[config.mk]
export PLATFORM = sky130hd
export DESIGN_NAME = instr_fetch_unit
export DESIGN_NICKNAME = d
export VERILOG_FILES = /design/src/rtl/instr_fetch_unit.sv
export SDC_FILE = /design/constraint.sdc
export NUM_CORES = 1
export LEC_CHECK = 0
export CORE_ASPECT_RATIO = 2
export CORE_MARGIN = 2
export CORE_UTILIZATION = 44
export CTS_CLUSTER_SIZE = 12
export DETAILED_ROUTE_END_ITERATION = 10
export GPL_TIMING_DRIVEN = 0
export PLACE_DENSITY = 0.87
export SYNTH_ARGS = -nofsm -noshare
export SYNTH_HDL_FRONTEND = slang
export SYNTH_SLANG_ARGS = --single-unit
[constraint.sdc]
create_clock -name clk -period 2.75 [get_ports clk]
set_input_delay 0.275 -clock clk [delete_from_list [all_inputs] [get_ports clk]]
set_output_delay 0.275 -clock clk [all_outputs]
set_load 0.01 [all_outputs]
[src/rtl/instr_fetch_unit.sv]
// Fetch stage: the PC register drives a combinational ROM and each fetched word lands in a valid/ready output register.
// Define FETCH_BOUND_CHECK_EN to add fetch_fault and a sticky FAULT state that is entered when pc >= DEPTH.
module instr_fetch_unit #(
    parameter int              DEPTH    = 256,
    parameter int              PC_W     = 32,
    parameter logic [PC_W-1:0] RESET_PC = '0
) (
    input  logic            clk,
    input  logic            rst_n,
    output logic [PC_W-1:0] rom_addr,
    input  logic [31:0]     rom_data,
    output logic [31:0]     instr,
    output logic [PC_W-1:0] instr_pc,
    output logic            instr_valid,
    input  logic            instr_ready,
    input  logic            redirect_en,
    input  logic [PC_W-1:0] redirect_pc,
    input  logic            halt_req,
    input  logic            resume,
    output logic            halted
`ifdef FETCH_BOUND_CHECK_EN
    ,
    output logic            fetch_fault
`endif
);

    typedef enum logic [1:0] {
        ST_BOOT  = 2'd0,
        ST_RUN   = 2'd1,
        ST_HALT  = 2'd2,
        ST_FAULT = 2'd3
    } state_t;

    if (DEPTH < 1) begin : g_depth_check
        $error("instr_fetch_unit: DEPTH must be at least 1");
    end

    state_t          state_q, state_d;
    logic [PC_W-1:0] pc_q, pc_d;
    logic [31:0]     instr_q, instr_d;
    logic [PC_W-1:0] instr_pc_q, instr_pc_d;
    logic            instr_valid_q, instr_valid_d;
    logic            pc_out_of_range;
    logic            redirect_take;
    logic            fire;

`ifdef FETCH_BOUND_CHECK_EN
    localparam logic [PC_W:0] DEPTH_EXT = (PC_W+1)'(DEPTH);
    assign pc_out_of_range = ({1'b0, pc_q} >= DEPTH_EXT);
`else
    assign pc_out_of_range = 1'b0;
`endif

    // Redirects are ignored while booting and once the unit has faulted.
    assign redirect_take = redirect_en && (state_q != ST_BOOT) && (state_q != ST_FAULT);
    assign fire = (state_q == ST_RUN) && (!instr_valid_q || instr_ready)
                  && !redirect_en && !halt_req && !pc_out_of_range;

    always_ff @(posedge clk or negedge rst_n) begin
        if (!rst_n) begin
            state_q <= ST_BOOT;
        end else begin
            state_q <= state_d;
        end
    end

    always_comb begin
        state_d = state_q;
        case (state_q)
            ST_BOOT: state_d = ST_RUN;
            ST_RUN: begin
                if (!redirect_en) begin
                    if (pc_out_of_range) begin
                        state_d = ST_FAULT;
                    end else if (halt_req) begin
                        state_d = ST_HALT;
                    end
                end
            end
            ST_HALT: begin
                if (resume && !halt_req) begin
                    state_d = ST_RUN;
                end
            end
            default: state_d = state_q;
        endcase
    end

    always_comb begin
        halted = (state_q == ST_HALT);
`ifdef FETCH_BOUND_CHECK_EN
        fetch_fault = (state_q == ST_FAULT);
`endif
    end

    always_comb begin
        pc_d          = pc_q;
        instr_d       = instr_q;
        instr_pc_d    = instr_pc_q;
        instr_valid_d = instr_valid_q;
        if (redirect_take) begin
            // The word in the output register is dropped even if decode takes it this cycle.
            pc_d          = redirect_pc;
            instr_valid_d = 1'b0;
        end else if (fire) begin
            instr_d       = rom_data;
            instr_pc_d    = pc_q;
            instr_valid_d = 1'b1;
            pc_d          = pc_q + 1'b1;
        end else if (instr_valid_q && instr_ready) begin
            instr_valid_d = 1'b0;
        end
    end

    always_ff @(posedge clk or negedge rst_n) begin
        if (!rst_n) begin
            pc_q          <= RESET_PC;
            instr_q       <= '0;
            instr_pc_q    <= '0;
            instr_valid_q <= 1'b0;
        end else begin
            pc_q          <= pc_d;
            instr_q       <= instr_d;
            instr_pc_q    <= instr_pc_d;
            instr_valid_q <= instr_valid_d;
        end
    end

    assign rom_addr    = pc_q;
    assign instr       = instr_q;
    assign instr_pc    = instr_pc_q;
    assign instr_valid = instr_valid_q;

endmodule

Word-level counts from Yosys, hierarchy flattened:

Index checks and enable logic that the tools add are counted.

* add/sub/neg operators: 1
* eq/ne operators: 6
* mux-type cells: 9
* bitwise operators: 1
* reduce and logical (&&, ||, !) cells: 18

Operators by type and width (count)
* 2-to-1 mux 32 bit: 2
* adder 32 x 1 -> 32 bit, second input constant: 1
* logical AND 1 bit: 7
* 2-to-1 mux 2 bit: 3
* != test 2 bit, second input constant: 3
* case mux 2 bit (3 select lines): 1
* nonzero test 3 bit: 2
* AND reduction 4 bit: 1
* nonzero test 2 bit: 2
* zero test 1 bit: 3
* 2-to-1 mux 1 bit: 3
* equality test 2 x 1 -> 1 bit, second input constant: 1
* equality test 2 bit, second input constant: 1
* zero test 2 bit: 1
* != test 2 x 1 -> 1 bit, second input constant: 1
* AND reduction 2 bit: 1
* logical OR 1 bit: 1
* inverter 1 bit: 1

* bits in registers: 99
* input bits: 70
* output and inout bits: 98
* logic and storage cells: 40

Logic depth before layout (Yosys ltp):

Gate-level depths: netlist (run 1).

* depth in word-level cells: 7
* depth in mapped cells: 7
* depth with buffers taken out: 6

Worst setup path after synthesis (run 1):

Ideal clock, no wire load.

* path type: flip-flop to flip-flop
* start: register pc_q[3] (netlist: rom_addr[3])
* end: register pc_q[31] (netlist: rom_addr[31])
* library setup time: 0.126 ns
* data arrival time: 1.903 ns
* required time: 2.624 ns
* slack: 0.721 ns
* stages on the path, launching flop included: 8
* buffers on the path: 2
* clock period less this slack: 2.029 ns
* cells stage by stage: dfrtp_1 clkbuf_2 and4_1 clkbuf_1 nand4_1 nor4_4 a31oi_1 a221o_1

* longest elaborated chain between the ends: 3

Ends and longest elaborated chain
* start: declaration: RTL line 39 `logic [PC_W-1:0] pc_q, pc_d;`
* start signal: assignment: RTL line 122 `pc_q <= pc_d;`
* adder 32 x 1 -> 32 bit: RTL line 109 `pc_d = pc_q + 1'b1;`
* 2-to-1 mux 32 bit: RTL line 105 `end else if (fire) begin`
* 2-to-1 mux 32 bit: RTL line 101 `if (redirect_take) begin`

Every way passes these cells. The select of a mux whose other input is x is not followed.
A chain may end at the register's enable or synchronous reset.

Final worst setup path (run 1):

* start: register state_q[1]
* end: register instr_pc_q[18] (netlist: instr_pc[18])

* longest elaborated chain between the ends: 5
* elaborated cells on any way between the ends: 10
* those cells by class: eq/ne (2); bitwise (1); reduce/logical (7)

Ends and longest elaborated chain
* start: declaration: RTL line 38 `state_t state_q, state_d;`
* start signal: assignment: RTL line 63 `state_q <= state_d;`
* equality test 2 x 1 -> 1 bit / nonzero test 2 bit (equally long branches): RTL line 56, 55
* logical AND 1 bit, on equally long branches: RTL line 56, 55
* logical AND 1 bit, on equally long branches: RTL line 57, 55
* logical AND 1 bit / inverter 1 bit (equally long branches)
* AND reduction 2 bit (no source line) (*)
* end signal: assignment: RTL line 124 `instr_pc_q <= instr_pc_d;`
* end: declaration: RTL line 41 `logic [PC_W-1:0] instr_pc_q, instr_pc_d;`

Every way passes the cells marked *; elsewhere a longest branch is shown, timed or not.

==> flow_metrics.tcl, run 1 <==
set metrics [dict create \
    drive_above_1_share_pct 3.942 \
    hold_viol_final 0 \
    ios 168 \
    cts.sinks 99 \
    tightest_slew_ns 0.7769 \
    fillCellCount 780 \
    critPathMaxStageDelay_ns 0.61 \
    vdd_drop_max_uv 574.9 \
    first_pass_iters 6 \
    syn_to_final_growth_pct 49.15 \
    yosysWarningCount 0 \
    grt_pass1_vias 4489 \
    insertedDiodeCount 0 \
    r2r_cells 7 \
    postRouteAntennaNets 0 \
    status "complete, no violations" \
    synth_largest_area_cell "dfrtp_1" \
    cts_htree_levels 3 \
    die-width_um 74.93 \
    antenna_found_initial 0 \
    synthCells 500 \
    synth.most_common_cell "nand2_1" \
    num_vias 4326 \
    cts_tree "done" \
    clock_skew_ns 0.01101 \
    dp_hpwl_mm 10.42 \
    synth_ff_type "dfrtp_1" \
    synth_area_um2 4427 \
    route.detailed.drc 0 \
    slowest_stage "nor4b_2" \
    multi_input_area_um2 1826 \
    synth_common_cells "nand2_1 (225), dfrtp_1 (99), o21ai_0 (24)" \
    rsz0062_at_grt "false" \
    post-route-util_pct 67.63 \
    overflow 0 \
    fp.coreArea_um2 9763 \
    synth_cell_type_count 41 \
    hold_depth 3 \
    portBuffers 167 \
    place_congestion 0.9467 \
    syn_nets 571 \
    initial_core_util_pct 45.34 \
    regToRegSetupSlack_ns 0.21 \
    vias_per_cell 5.295 \
    cp_num_buf_inv 3 \
    avgSynthCellArea_um2 8.853 \
    clock-root-buffer "clkbuf_16" \
    fp-row-count 51 \
    p_leak_nw 2.899 \
    clk_pin_slew_ns 0.07 \
    grtUsageTotal_pct 26.75 \
    fmax_mhz 394.0 \
    wl_mm 13.81 \
    cp.depth 7 \
    required_ns 3.04 \
    drv_slew 0 \
    crit_type "reg2reg" \
    hp-class "in2reg" \
    path_cells "nor4b_2 > and2_1 > buf_2 > buf_2 > buf_1 > nand2_1 > nand2_1" \
    grt_pass1_wl_mm 22.32 \
    power_density_nw_per_um2 1068 \
    register_area_um2 2477 \
    synth.top_cell.area_share_pct 55.96 \
    setup_viol 0 \
    ys_seq_area_share_pct 55.96 \
    critPathArrivalTime_ns 2.83 \
    finalCriticalPeriod_ns 2.538 \
    chipHeight_um 145.9 \
    async_reset_ff_share_pct 100.0 \
    synth_area_leaders "dfrtp_1 (56%), nand2_1 (19%), o21ai_0 (2.7%)" \
    cts_hold_buf 1 \
    clockBufferDepth 2 \
    hold_slack_ns 0.4543 \
    clk_latency_ns 0.35 \
    crit_fanout 10 \
    cts_resized 0 \
    cts_buffers 9 \
    drt_iter0_drc 339 \
    synth_edf_count 0 \
    timing.slew.headroom_pct 47.66 \
    cp_top_family "simple AND/OR/NAND/NOR gates" \
    power.total_mw 7.054 \
    wl_per_cell_um 16.90 \
    fin_crit_sh_pct 92.30 \
    layout.nets 751 \
    critPathLaunchType "register" \
    maxCapViolations 0 \
    post_cts_buffers 0 \
    ys_ff_latch 99 \
    endpoint_kind "register" \
    grt_max_degree 55 \
    dieArea_um2 10930 \
]
## logic make-up (layout without fill, tap and decap cells)
family | after synthesis | after routing | share of synthesized area [%]
flops | 99 | 99 | 55.96
simple gates | 297 | 297 | 29.39
mux | 1 | 1 | 0.2261
xor+xnor | 20 | 20 | 3.957
buf+inv | 30 | 215 | 2.798
fa+ha+maj | 1 | 1 | 0.2826
compound gates | 52 | 52 | 7.377
## layout by cell type, fill, tap and decap left out, drive strengths merged, types with 2 or more instances in the layout
cell type,instances
a22oi,4
a221o,3
a21o,2
or4,3
nand4,10
nor2,12
nand2,225
clkinvlp,3
or3,2
xor2,9
and2,5
a21oi,6
inv,4
o211ai,4
nor4,11
buf,11
o21a,2
clkdlybuf4s50,166
nor3,3
xnor2,11
clkbuf,29
nand3,14
dfrtp,99
o21ai,25
and4,2
nand2b,3
nor2b,3
o311ai,3
and3,3
## metrics by stage
stage / instances / TNS, ns / setup WS, ns / cell area, µm²
3_3_place_gp: 799 / -216.98 / -2.195 / 6264
2_1_floorplan: 500 / 0 / 0.7205 / 4427
4_1_cts: 817 / 0 / 0.2065 / 6603
6_report: 817 / 0 / 0.2118 / 6603
5_1_grt: 817 / 0 / 0.05884 / 6603
3_5_place_dp: 800 / -0.9954 / -0.09154 / 6289
## registers in the layout (all words and copies together) (netlist names)
signal       flops
instr_pc        32
instr           32
rom_addr        32
instr_valid      1
state_q          2
## worst register-to-register path, cell delays in order, from the launching register on
cell and delay, ns:
dfrtp_1 0.44, nor4b_2 0.61, and2_1 0.23, buf_2 0.24, buf_2 0.31, buf_1 0.44
nand2_1 0.13, nand2_1 0.08
## area by class of cell
cell class	count	share of cell area, %
buffer	27	1.706
clock buffer	11	3.676
clock inverter	5	0.9286
inverter	3	0.1706
multi-input combinational	371	27.65
sequential	99	37.52
tap	132	2.501
timing repair buffer	169	25.85
## metal layers
layer / track usage (%) / vias to the layer above / part of all wire [%]
met1: 28.46 / 2076 / 35
met3: 6.025 / 45 / 6.0
met4: 14.91 / 0 / 4.9
li1: - / 2011 / -
met2: 46.36 / 194 / 54
met5: 0 / - / 0
## where the power goes
part           switching, mW  internal (mW)  leakage [nW]
Combinational           1.41           1.62          1.52
Clock                  0.553          0.734         0.138
Sequential             0.634           2.10          1.24
## worst paths after layout
path | startpoint | endpoint
setup / recovery | state_q[1] | instr_pc[18]
hold / removal | rom_data[17] | instr[17]
setup reg to reg | state_q[1] | instr_pc[18]
hold reg to reg | instr_pc[1] | instr_pc[1]
max in group asynchronous | rst_n | instr_pc[24]
min in group asynchronous | rst_n | instr_pc[13]
Note: power is estimated with default switching activity, not from simulation.
==> inputs of run 2 (changes only) <==
CORE_MARGIN = 1   (was 2)
==> flow_metrics.tcl, run 2 (synthesis gave the netlist of run 1 again) <==
set metrics [dict create \
    post_cts_buffers 0 \
    cts_resized 0 \
    antenna_found_initial 0 \
    vias_per_cell 5.268 \
    cts_htree_levels 3 \
    place_congestion 0.8577 \
    portBuffers 167 \
    grt_max_degree 56 \
    fin_crit_sh_pct 93.97 \
    register_area_um2 2477 \
    multi_input_area_um2 1826 \
    finalCriticalPeriod_ns 2.584 \
    layout.nets 751 \
    fp.coreArea_um2 9763 \
    timing.slew.headroom_pct 49.02 \
    first_pass_iters 5 \
    clock_skew_ns 0.009248 \
    crit_fanout 10 \
    vdd_drop_max_uv 588.6 \
    cts.sinks 99 \
    hp-class "in2reg" \
    clk_latency_ns 0.34 \
    layout_common_cells "nand2_1 (225), clkdlybuf4s50_1 (166), dfrtp_1 (99)" \
    place_ws_ns -0.1384 \
    required_ns 2.97 \
    overflow 0 \
    clockBufferDepth 2 \
    ios 168 \
    reg2reg_to "instr_pc[24]" \
    crit-reg2reg-launch "state_q[1]" \
    cp.depth 7 \
    hold_viol_final 0 \
    worstHoldEndpoint "instr[9]" \
    grt_pass1_vias 4490 \
    insertedDiodeCount 0 \
    drive_above_1_share_pct 4.088 \
    dp_hpwl_mm 10.53 \
    power_density_nw_per_um2 1074 \
    final_common_cell "nand2_1" \
    syn_to_final_growth_pct 49.21 \
    wl_mm 13.85 \
    fillCellCount 772 \
    postRouteAntennaNets 0 \
    hold_depth 3 \
    r2r_cells 7 \
    fp-row-count 51 \
    fin_cells 817 \
    wl_per_cell_um 16.95 \
    drt_iter0_drc 279 \
    cts_tree "done" \
    crit_type "reg2reg" \
    path_cells "nor4b_2 > nand2_1 > clkbuf_1 > clkbuf_1 > clkbuf_1 > nand2_1 > nand2_1" \
    worst_slack_ns 0.1660 \
    cp_top_family "simple AND/OR/NAND/NOR gates" \
    num_vias 4304 \
    cts_buffers 9 \
    grt_pass1_wl_mm 21.91 \
    die-width_um 72.93 \
    dieArea_um2 10490 \
    chipHeight_um 143.9 \
    critPathMaxStageDelay_ns 0.63 \
    clk_pin_slew_ns 0.07 \
    initial_core_util_pct 45.34 \
    status "complete, no violations" \
    p_leak_nw 2.901 \
    critPathLaunchType "register" \
    setup_viol 0 \
    route.detailed.drc 0 \
    tightest_slew_ns 0.7568 \
    cp_num_buf_inv 3 \
    grtUsageTotal_pct 28.04 \
    critPathArrivalTime_ns 2.81 \
    fmax_mhz 387.0 \
    slowest_stage "nor4b_2" \
    clock-root-buffer "clkbuf_16" \
    hold_start "rom_data[9]" \
    power.total_mw 7.095 \
    drv_slew 0 \
    maxCapViolations 0 \
    dpl.cell_count 800 \
    rsz0062_at_grt "false" \
    regToRegSetupSlack_ns 0.17 \
    endpoint_kind "register" \
]
run 2: changes by cell type in the layout (fill, tap and decap cells not counted):
cell      previous run  this run
buf_12               0         1
buf_16               1         0
clkbuf_1            18        17
clkbuf_8             1         2
clkinv_4             0         1
inv_6                1         0
run 2: cell type report:
class	count	share of cell area, %
multi-input cells	371	27.64
well taps	132	2.500
clock inverters	5	0.9282
repair buffers	169	25.72
flip-flops and latches	99	37.51
clock buffers	11	3.826
plain buffers	27	1.705
inverters	3	0.1705
run 2: metal layers:
metal / share of wire (%) / wire length [µm] / up-vias / global-route usage [%]
li1: - / - / 2021 / -
met1: 34 / 4735 / 2067 / 28.91
met2: 56 / 7781 / 175 / 50.52
met3: 5.7 / 785 / 41 / 5.259
met4: 4.0 / 549 / 0 / 17.96
met5: 0 / 0 / - / 0
run 2: worst max path at each step:
stage / start / to
4_1_cts: state_q[1] / instr_pc[24]
3_3_place_gp: rst_n / instr[21]
6_report: state_q[1] / instr_pc[24]
3_5_place_dp: redirect_en / instr_pc[28]
2_1_floorplan: rom_addr[3] / rom_addr[31]
5_1_grt: state_q[1] / instr_pc[21]
run 2: what timing repair did:
item | in CTS | in global routing
hold buffers | 1 | 0
endpoints found under the setup margin | 0 | 0
hold endpoints to repair | 5 | 0
run 2: through the flow:
step	cell area, µm²	TNS, ns	utilization (%)	hold WS, ns
2_1_floorplan	4427	0	-	-0.02059
3_3_place_gp	6264	-211.88	64.15	0.4568
3_5_place_dp	6281	-4.250	64.33	0.3677
4_1_cts	6605	0	67.65	0.4463
5_1_grt	6605	0	67.65	0.4650
6_report	6605	0	67.65	0.4537
run 2: tightest hold or removal path, delay by kind of cell:
family / cells / cell delay [ns]
simple gates: 2 / 0.09
buf+inv: 1 / 0.39
run 2: where the power goes:
| group | switching (mW) | internal [mW] |
|---|---|---|
| clock | 0.550 | 0.756 |
| combinational | 1.42 | 1.62 |
| sequential | 0.649 | 2.10 |
| total | 2.62 | 4.48 |
